==> config.mk <==
export PLATFORM = sky130hd
export DESIGN_NAME = dmem_wbuf_ctrl_flat
export DESIGN_NICKNAME = d
export VERILOG_FILES = /design/src/rtl/dmem_wbuf_ctrl_if.sv /design/src/rtl/dmem_wbuf_ctrl.sv /design/src/flat_wrapper.sv
export SDC_FILE = /design/constraint.sdc
export NUM_CORES = 1
export LEC_CHECK = 0
export CAP_MARGIN = 30
export CORE_ASPECT_RATIO = 0.8
export CORE_MARGIN = 2
export CORE_UTILIZATION = 50
export DETAILED_ROUTE_END_ITERATION = 10
export GPL_ROUTABILITY_DRIVEN = 0
export PLACE_DENSITY = 0.8
export REMOVE_ABC_BUFFERS = 1
export SETUP_SLACK_MARGIN = 0.05
export SLEW_MARGIN = 20
export SYNTH_ARGS = -nofsm -noshare
export SYNTH_HDL_FRONTEND = slang
export SYNTH_SLANG_ARGS = --single-unit
==> constraint.sdc <==
create_clock -name clk -period 9.1 [get_ports clk]
set_input_delay 1.82 -clock clk [delete_from_list [all_inputs] [get_ports clk]]
set_output_delay 1.82 -clock clk [all_outputs]
set_load 0.02 [all_outputs]
==> src/rtl/dmem_wbuf_ctrl_if.sv <==
// Data-port bundle between the core, the write-buffered controller and the data-memory bus.
// The master modport is the controller's view; the slave modport is the core-plus-memory side.
interface dmem_wbuf_ctrl_if;
  logic [31:0] cpu_daddr;
  logic [31:0] cpu_dwdata;
  logic [3:0]  cpu_dwe;
  logic        cpu_dre;
  logic [31:0] cpu_drdata;
  logic        cpu_stall;
  logic        wb_empty;
  logic        mem_req;
  logic        mem_we;
  logic [31:0] mem_addr;
  logic [3:0]  mem_be;
  logic [31:0] mem_wdata;
  logic        mem_gnt;
  logic        mem_rvalid;
  logic [31:0] mem_rdata;

  modport master (
    input  cpu_daddr, cpu_dwdata, cpu_dwe, cpu_dre,
    output cpu_drdata, cpu_stall, wb_empty,
    output mem_req, mem_we, mem_addr, mem_be, mem_wdata,
    input  mem_gnt, mem_rvalid, mem_rdata
  );

  modport slave (
    output cpu_daddr, cpu_dwdata, cpu_dwe, cpu_dre,
    input  cpu_drdata, cpu_stall, wb_empty,
    input  mem_req, mem_we, mem_addr, mem_be, mem_wdata,
    output mem_gnt, mem_rvalid, mem_rdata
  );
endinterface

==> src/rtl/dmem_wbuf_ctrl.sv <==
// Data-side memory controller: posted write buffer drained to a req/gnt bus, loads stall until data returns.
// Optional store-to-load forwarding of fully covered words is enabled with `define DMEM_STORE_FWD_EN.
module dmem_wbuf_ctrl #(
  parameter int unsigned WB_DEPTH = 4
) (
  input logic             clk,
  input logic             reset,
  dmem_wbuf_ctrl_if.master bus
);

  localparam int unsigned PTR_W = (WB_DEPTH > 1) ? $clog2(WB_DEPTH) : 1;
  localparam int unsigned CNT_W = PTR_W + 1;

  typedef struct packed {
    logic [29:0] addr;
    logic [31:0] data;
    logic [3:0]  be;
  } wb_entry_t;

  typedef enum logic [1:0] {IDLE, RD_REQ, RD_WAIT, RD_DONE} state_t;

  state_t           r_state, w_state_nxt;
  wb_entry_t        r_buf [WB_DEPTH];
  logic [PTR_W-1:0] r_wr_ptr, r_rd_ptr, w_idx;
  logic [CNT_W-1:0] r_count;
  logic [29:0]      r_rd_addr;
  logic [31:0]      r_drdata;

  logic w_store, w_load, w_full, w_push, w_pop, w_hit, w_fwd, w_drain, w_unused;

  assign w_store  = |bus.cpu_dwe;
  assign w_load   = bus.cpu_dre && !w_store;
  assign w_full   = (r_count == CNT_W'(WB_DEPTH));
  assign w_push   = w_store && !w_full;
  assign w_unused = ^bus.cpu_daddr[1:0];
  assign bus.wb_empty = (r_count == '0);

`ifdef DMEM_STORE_FWD_EN
  logic [3:0]  w_fwd_mask;
  logic [31:0] w_fwd_data;
`endif

  // Match the load word against live entries, oldest first so younger lanes overwrite.
  always_comb begin
    w_hit = 1'b0;
    w_idx = '0;
`ifdef DMEM_STORE_FWD_EN
    w_fwd_mask = '0;
    w_fwd_data = '0;
`endif
    for (int unsigned k = 0; k < WB_DEPTH; k++) begin
      w_idx = r_rd_ptr + PTR_W'(k);
      if ((CNT_W'(k) < r_count) && (r_buf[w_idx].addr == bus.cpu_daddr[31:2])) begin
        w_hit = 1'b1;
`ifdef DMEM_STORE_FWD_EN
        for (int unsigned b = 0; b < 4; b++) begin
          if (r_buf[w_idx].be[b]) begin
            w_fwd_mask[b]       = 1'b1;
            w_fwd_data[8*b +: 8] = r_buf[w_idx].data[8*b +: 8];
          end
        end
`endif
      end
    end
  end

`ifdef DMEM_STORE_FWD_EN
  assign w_fwd          = (r_state == IDLE) && w_load && (w_fwd_mask == 4'hF);
  assign bus.cpu_drdata = w_fwd ? w_fwd_data : r_drdata;
`else
  assign w_fwd          = 1'b0;
  assign bus.cpu_drdata = r_drdata;
`endif

  // A pending miss load owns the bus; otherwise IDLE drains the head entry.
  assign w_drain = (r_state == IDLE) && (r_count != '0) && !(w_load && !w_hit);
  assign w_pop   = w_drain && bus.mem_gnt;

  always_comb begin
    w_state_nxt   = r_state;
    bus.cpu_stall = w_store && w_full;
    bus.mem_req   = 1'b0;
    bus.mem_we    = 1'b0;
    bus.mem_addr  = '0;
    bus.mem_be    = '0;
    bus.mem_wdata = '0;
    case (r_state)
      IDLE: begin
        if (w_load && !w_fwd) begin
          bus.cpu_stall = 1'b1;
          if (!w_hit) w_state_nxt = RD_REQ;
        end
        if (w_drain) begin
          bus.mem_req   = 1'b1;
          bus.mem_we    = 1'b1;
          bus.mem_addr  = {r_buf[r_rd_ptr].addr, 2'b00};
          bus.mem_be    = r_buf[r_rd_ptr].be;
          bus.mem_wdata = r_buf[r_rd_ptr].data;
        end
      end
      RD_REQ: begin
        bus.cpu_stall = 1'b1;
        bus.mem_req   = 1'b1;
        bus.mem_addr  = {r_rd_addr, 2'b00};
        bus.mem_be    = 4'hF;
        if (bus.mem_gnt) w_state_nxt = RD_WAIT;
      end
      RD_WAIT: begin
        bus.cpu_stall = 1'b1;
        if (bus.mem_rvalid) w_state_nxt = RD_DONE;
      end
      RD_DONE: w_state_nxt = IDLE;
      default: w_state_nxt = IDLE;
    endcase
  end

  always_ff @(posedge clk or negedge reset) begin
    if (!reset) begin
      r_state   <= IDLE;
      r_wr_ptr  <= '0;
      r_rd_ptr  <= '0;
      r_count   <= '0;
      r_rd_addr <= '0;
      r_drdata  <= '0;
    end else begin
      r_state <= w_state_nxt;
      if (w_push) r_wr_ptr <= r_wr_ptr + PTR_W'(1);
      if (w_pop)  r_rd_ptr <= r_rd_ptr + PTR_W'(1);
      case ({w_push, w_pop})
        2'b10:   r_count <= r_count + CNT_W'(1);
        2'b01:   r_count <= r_count - CNT_W'(1);
        default: r_count <= r_count;
      endcase
      if ((r_state == IDLE) && (w_state_nxt == RD_REQ)) r_rd_addr <= bus.cpu_daddr[31:2];
      if ((r_state == RD_WAIT) && bus.mem_rvalid) r_drdata <= bus.mem_rdata;
    end
  end

  // Entry storage needs no reset: the count alone decides which entries are live.
  always_ff @(posedge clk) begin
    if (w_push) r_buf[r_wr_ptr] <= '{addr: bus.cpu_daddr[31:2], data: bus.cpu_dwdata, be: bus.cpu_dwe};
  end

endmodule

==> src/flat_wrapper.sv <==
// flat-port wrapper written by rule: the top's interface ports become plain ports
module dmem_wbuf_ctrl_flat 
#(
  parameter int unsigned WB_DEPTH = 4
)
  (clk, reset, bus_cpu_daddr, bus_cpu_dwdata, bus_cpu_dwe, bus_cpu_dre, bus_cpu_drdata, bus_cpu_stall, bus_wb_empty, bus_mem_req, bus_mem_we, bus_mem_addr, bus_mem_be, bus_mem_wdata, bus_mem_gnt, bus_mem_rvalid, bus_mem_rdata);
  dmem_wbuf_ctrl_if bus_i ();
  input logic clk;
  input logic reset;
  input wire logic [$bits(bus_i.cpu_daddr)-1:0] bus_cpu_daddr;
  input wire logic [$bits(bus_i.cpu_dwdata)-1:0] bus_cpu_dwdata;
  input wire logic [$bits(bus_i.cpu_dwe)-1:0] bus_cpu_dwe;
  input wire logic [$bits(bus_i.cpu_dre)-1:0] bus_cpu_dre;
  output wire logic [$bits(bus_i.cpu_drdata)-1:0] bus_cpu_drdata;
  output wire logic [$bits(bus_i.cpu_stall)-1:0] bus_cpu_stall;
  output wire logic [$bits(bus_i.wb_empty)-1:0] bus_wb_empty;
  output wire logic [$bits(bus_i.mem_req)-1:0] bus_mem_req;
  output wire logic [$bits(bus_i.mem_we)-1:0] bus_mem_we;
  output wire logic [$bits(bus_i.mem_addr)-1:0] bus_mem_addr;
  output wire logic [$bits(bus_i.mem_be)-1:0] bus_mem_be;
  output wire logic [$bits(bus_i.mem_wdata)-1:0] bus_mem_wdata;
  input wire logic [$bits(bus_i.mem_gnt)-1:0] bus_mem_gnt;
  input wire logic [$bits(bus_i.mem_rvalid)-1:0] bus_mem_rvalid;
  input wire logic [$bits(bus_i.mem_rdata)-1:0] bus_mem_rdata;
  assign bus_i.cpu_daddr = bus_cpu_daddr;
  assign bus_i.cpu_dwdata = bus_cpu_dwdata;
  assign bus_i.cpu_dwe = bus_cpu_dwe;
  assign bus_i.cpu_dre = bus_cpu_dre;
  assign bus_cpu_drdata = bus_i.cpu_drdata;
  assign bus_cpu_stall = bus_i.cpu_stall;
  assign bus_wb_empty = bus_i.wb_empty;
  assign bus_mem_req = bus_i.mem_req;
  assign bus_mem_we = bus_i.mem_we;
  assign bus_mem_addr = bus_i.mem_addr;
  assign bus_mem_be = bus_i.mem_be;
  assign bus_mem_wdata = bus_i.mem_wdata;
  assign bus_i.mem_gnt = bus_mem_gnt;
  assign bus_i.mem_rvalid = bus_mem_rvalid;
  assign bus_i.mem_rdata = bus_mem_rdata;
  dmem_wbuf_ctrl #(.WB_DEPTH(WB_DEPTH)) u_core (.clk(clk), .reset(reset), .bus(bus_i));
endmodule
==> results.json <==
{
  "worst_slack_ps": 924,
  "yosys_warnings": 0,
  "multi_input_area_mm2": 0.00757,
  "max_cap_violations": 0,
  "path_common_cell": "clkdlybuf4s50_1",
  "cts_setup_buffers": 0,
  "fin_util_pct": 60.5,
  "syn_area_mm2": 0.0181,
  "hold_end": "u_core.bus.cpu_drdata[9]",
  "synth_top_area_share_pct": 43.9,
  "p_per_area_mw_per_mm2": 398,
  "vias": 12400,
  "holdPathStages": 1,
  "cts_sinks": 335,
  "dr.pass1.iters": 6,
  "required_ps": 7280,
  "status": "completed",
  "totalWireLength_um": 47200,
  "cpMaxStageDelayCell": "clkdlybuf4s50_1",
  "start_util_pct": 50.5,
  "drt_iter0_markers": 1483,
  "drt-vias-per-instance": 6.21,
  "synth_top_area_cell": "edfxtp_1",
  "rsz0062_at_grt": "no",
  "fp.dieH_um": 174,
  "num-fill-cells": 2746,
  "rows": 62,
  "fin_worst_skew_ps": 18.7,
  "yosysMostFrequentCell": "edfxtp_1",
  "cp-startpoint": "bus_cpu_daddr[13]",
  "synthMuxAreaShare_pct": 19.5,
  "synthArstFlopShare_pct": 21.2,
  "crit_chain": "clkdlybuf4s50_1, inv_1, a222oi_1, nand4_1, a2111o_1, nor4_2, a311oi_4, buf_4, and2_1, o31ai_2, clkdlybuf4s50_1",
  "ff_latch_area_mm2": 0.00971,
  "hp-class": "reg2reg",
  "fp.dieArea_mm2": 0.0377,
  "insertion_delay_ps": 540,
  "synthAdderAreaFrac_pct": 0.970,
  "worst_slew_pin_slew_ps": 984,
  "ant_nets": 0,
  "synth_seq_area_share_pct": 53.7,
  "io_pins": 209,
  "nNetsFinal": 1611,
  "path_class": "in2out",
  "reg2reg_to": "u_core.r_count[2]",
  "reg2regPathDepth": 13,
  "crit_path_end_kind": "output port",
  "synth-xor-area-share_pct": 5.24,
  "cts_tree": "done",
  "startpoint_type": "input pin",
  "synth_compound_area_share_pct": 9.42,
  "synthToLayoutAreaGrowth_pct": 19.8,
  "dp_hpwl_um": 31600,
  "grt_pass1_vias": 12200,
  "hold_path_startpoint": "u_core.bus.cpu_drdata[9]",
  "cts.htree.levels": 2,
  "wl_per_cell_um": 23.6,
  "finalSetupViolCount": 0,
  "drive_gt1_share_pct": 15.4,
  "overflow": 0,
  "fmax_ghz": 0.122,
  "total_power_w": 0.00860,
  "synth.distinct_cells": 70,
  "fin_crit_ps": 8180,
  "clockBufferDepth": 3,
  "worst-r2r-setup-slack_ps": 4120,
  "final-max-slew-violation-count": 0,
  "ys_seq_elements": 335,
  "arrival_ps": 6360,
  "total_leakage_power_nw": 7.91,
  "diodes": 0,
  "grt_pass1_wl_um": 72400,
  "die_w_um": 216,
  "irDropWorstVdd_uv": 340,
  "synth_common_cells": "edfxtp_1 (264), mux2i_1 (136), nand2_1 (97), xnor2_1 (89), dfrtp_1 (71)",
  "slowest_delay_ps": 800,
  "drc_errors": 0,
  "syn_area_per_cell_um2": 13.5,
  "dpl_cell_area_mm2": 0.0204,
  "synth_simple_gate_area_share_pct": 6.63,
  "postLayoutCellArea_mm2": 0.0216,
  "antenna_found_initial": 1,
  "post-route-period-util_pct": 89.8,
  "path_max_fanout": 64,
  "clk_pin_slew_ps": 60,
  "cts_made_buffers": 36,
  "portBuffers": 204,
  "synth_top_family_by_area": "multiplexers",
  "grt_use_total_pct": 25.1,
  "ctsResizeCount": 0,
  "synth_enable_flop_cells": 264,
  "syn_inst": 1339,
  "timing.rr.start": "u_core.r_rd_ptr[0]",
  "timing.slew.headroom_pct": 34.3,
  "holdWs_ps": 502,
  "ctsHoldBuffers": 0,
  "coreArea_mm2": 0.0358,
  "synth_area_leaders": "edfxtp_1 (44%), dfrtp_1 (9.8%), mux4_2 (8.4%)",
  "pre_cts_slack_ps": 1070,
  "clock-root-buffer": "clkbuf_16",
  "hold_viol": 0,
  "synth_ff_type": "edfxtp_1",
  "grt_max_degree": 96
}
cells by family after synthesis:
logic type	after synthesis
AND/OR/NAND/NOR	236
flip-flops	335
adder cells (fa/ha/maj)	14
other	1
buffers and inverters	168
AO/OA/AOI/OAI	219
multiplexers	258
XOR/XNOR	108
layout make-up:
| cell class | count | area share (%) |
|---|---|---|
| sequential | 335 | 44.9 |
| multi-input combinational | 837 | 35.0 |
| timing repair buffer | 231 | 10.8 |
| clock buffer | 44 | 4.59 |
| tap | 480 | 2.78 |
| clock inverter | 22 | 1.01 |
| inverter | 51 | 0.885 |
per-stage QoR:
step	cells	setup TNS, ps
2_1_floorplan	1223	-232410
3_3_place_gp	1930	0
3_5_place_dp	1933	0
4_1_cts	1999	0
5_1_grt	2000	0
6_report	2000	0
layout by cell type, fill, tap and decap left out, types with 22 or more instances in the layout:
master	count
dfrtp_1	69
o22ai_1	41
mux2i_1	136
mux4_2	67
mux2_2	50
xnor2_1	89
nand2_1	96
inv_1	50
a31oi_1	35
clkbuf_16	38
and2_1	34
buf_4	22
edfxtp_1	264
clkdlybuf4s50_1	203
nand4_1	41
o211ai_1	30
power breakdown:
group / total (W) / internal [W] / switching [W] / leakage [nW]
sequential: 0.00263 / 0.00228 / 0.000351 / 3.23
clock: 0.00149 / 0.000894 / 0.000601 / 0.599
combinational: 0.00448 / 0.00202 / 0.00247 / 4.08
total: 0.00860 / 0.00519 / 0.00342 / 7.91
worst max path at each step:
| stage | cells after the start | endpoint |
|---|---|---|
| detailed placement | 11 | bus_mem_addr[19] |
| finish | 11 | bus_mem_addr[19] |
| floorplan | 8 | bus_mem_addr[15] |
| CTS | 11 | bus_mem_addr[19] |
| global placement | 11 | bus_mem_addr[19] |
| global route | 10 | bus_mem_addr[18] |
routing by layer:
metal | share of wire (%) | vias up | GRT usage [%]
met3 | 8.7 | 94 | 4.99
met4 | 2.4 | 2 | 7.25
li1 | - | 5467 | -
met5 | 0.025 | - | 0
met1 | 43 | 6269 | 36.7
met2 | 46 | 595 | 38.2
worst max-delay path: cells and delay by family:
kind | cells | cell delay, ps
buffers and inverters | 4 | 2050
AND/OR/NAND/NOR | 3 | 980
AO/OA/AOI/OAI | 4 | 1460
flip-flops by register name (all words and copies together) (netlist names):
register / flops
u_core.r_state: 2
u_core.r_rd_addr: 30
u_core.r_rd_ptr: 2
u_core.r_buf: 264
u_core.r_wr_ptr: 2
u_core.r_count: 3
u_core.bus.cpu_drdata: 32
(Power assumes the default switching activity.)
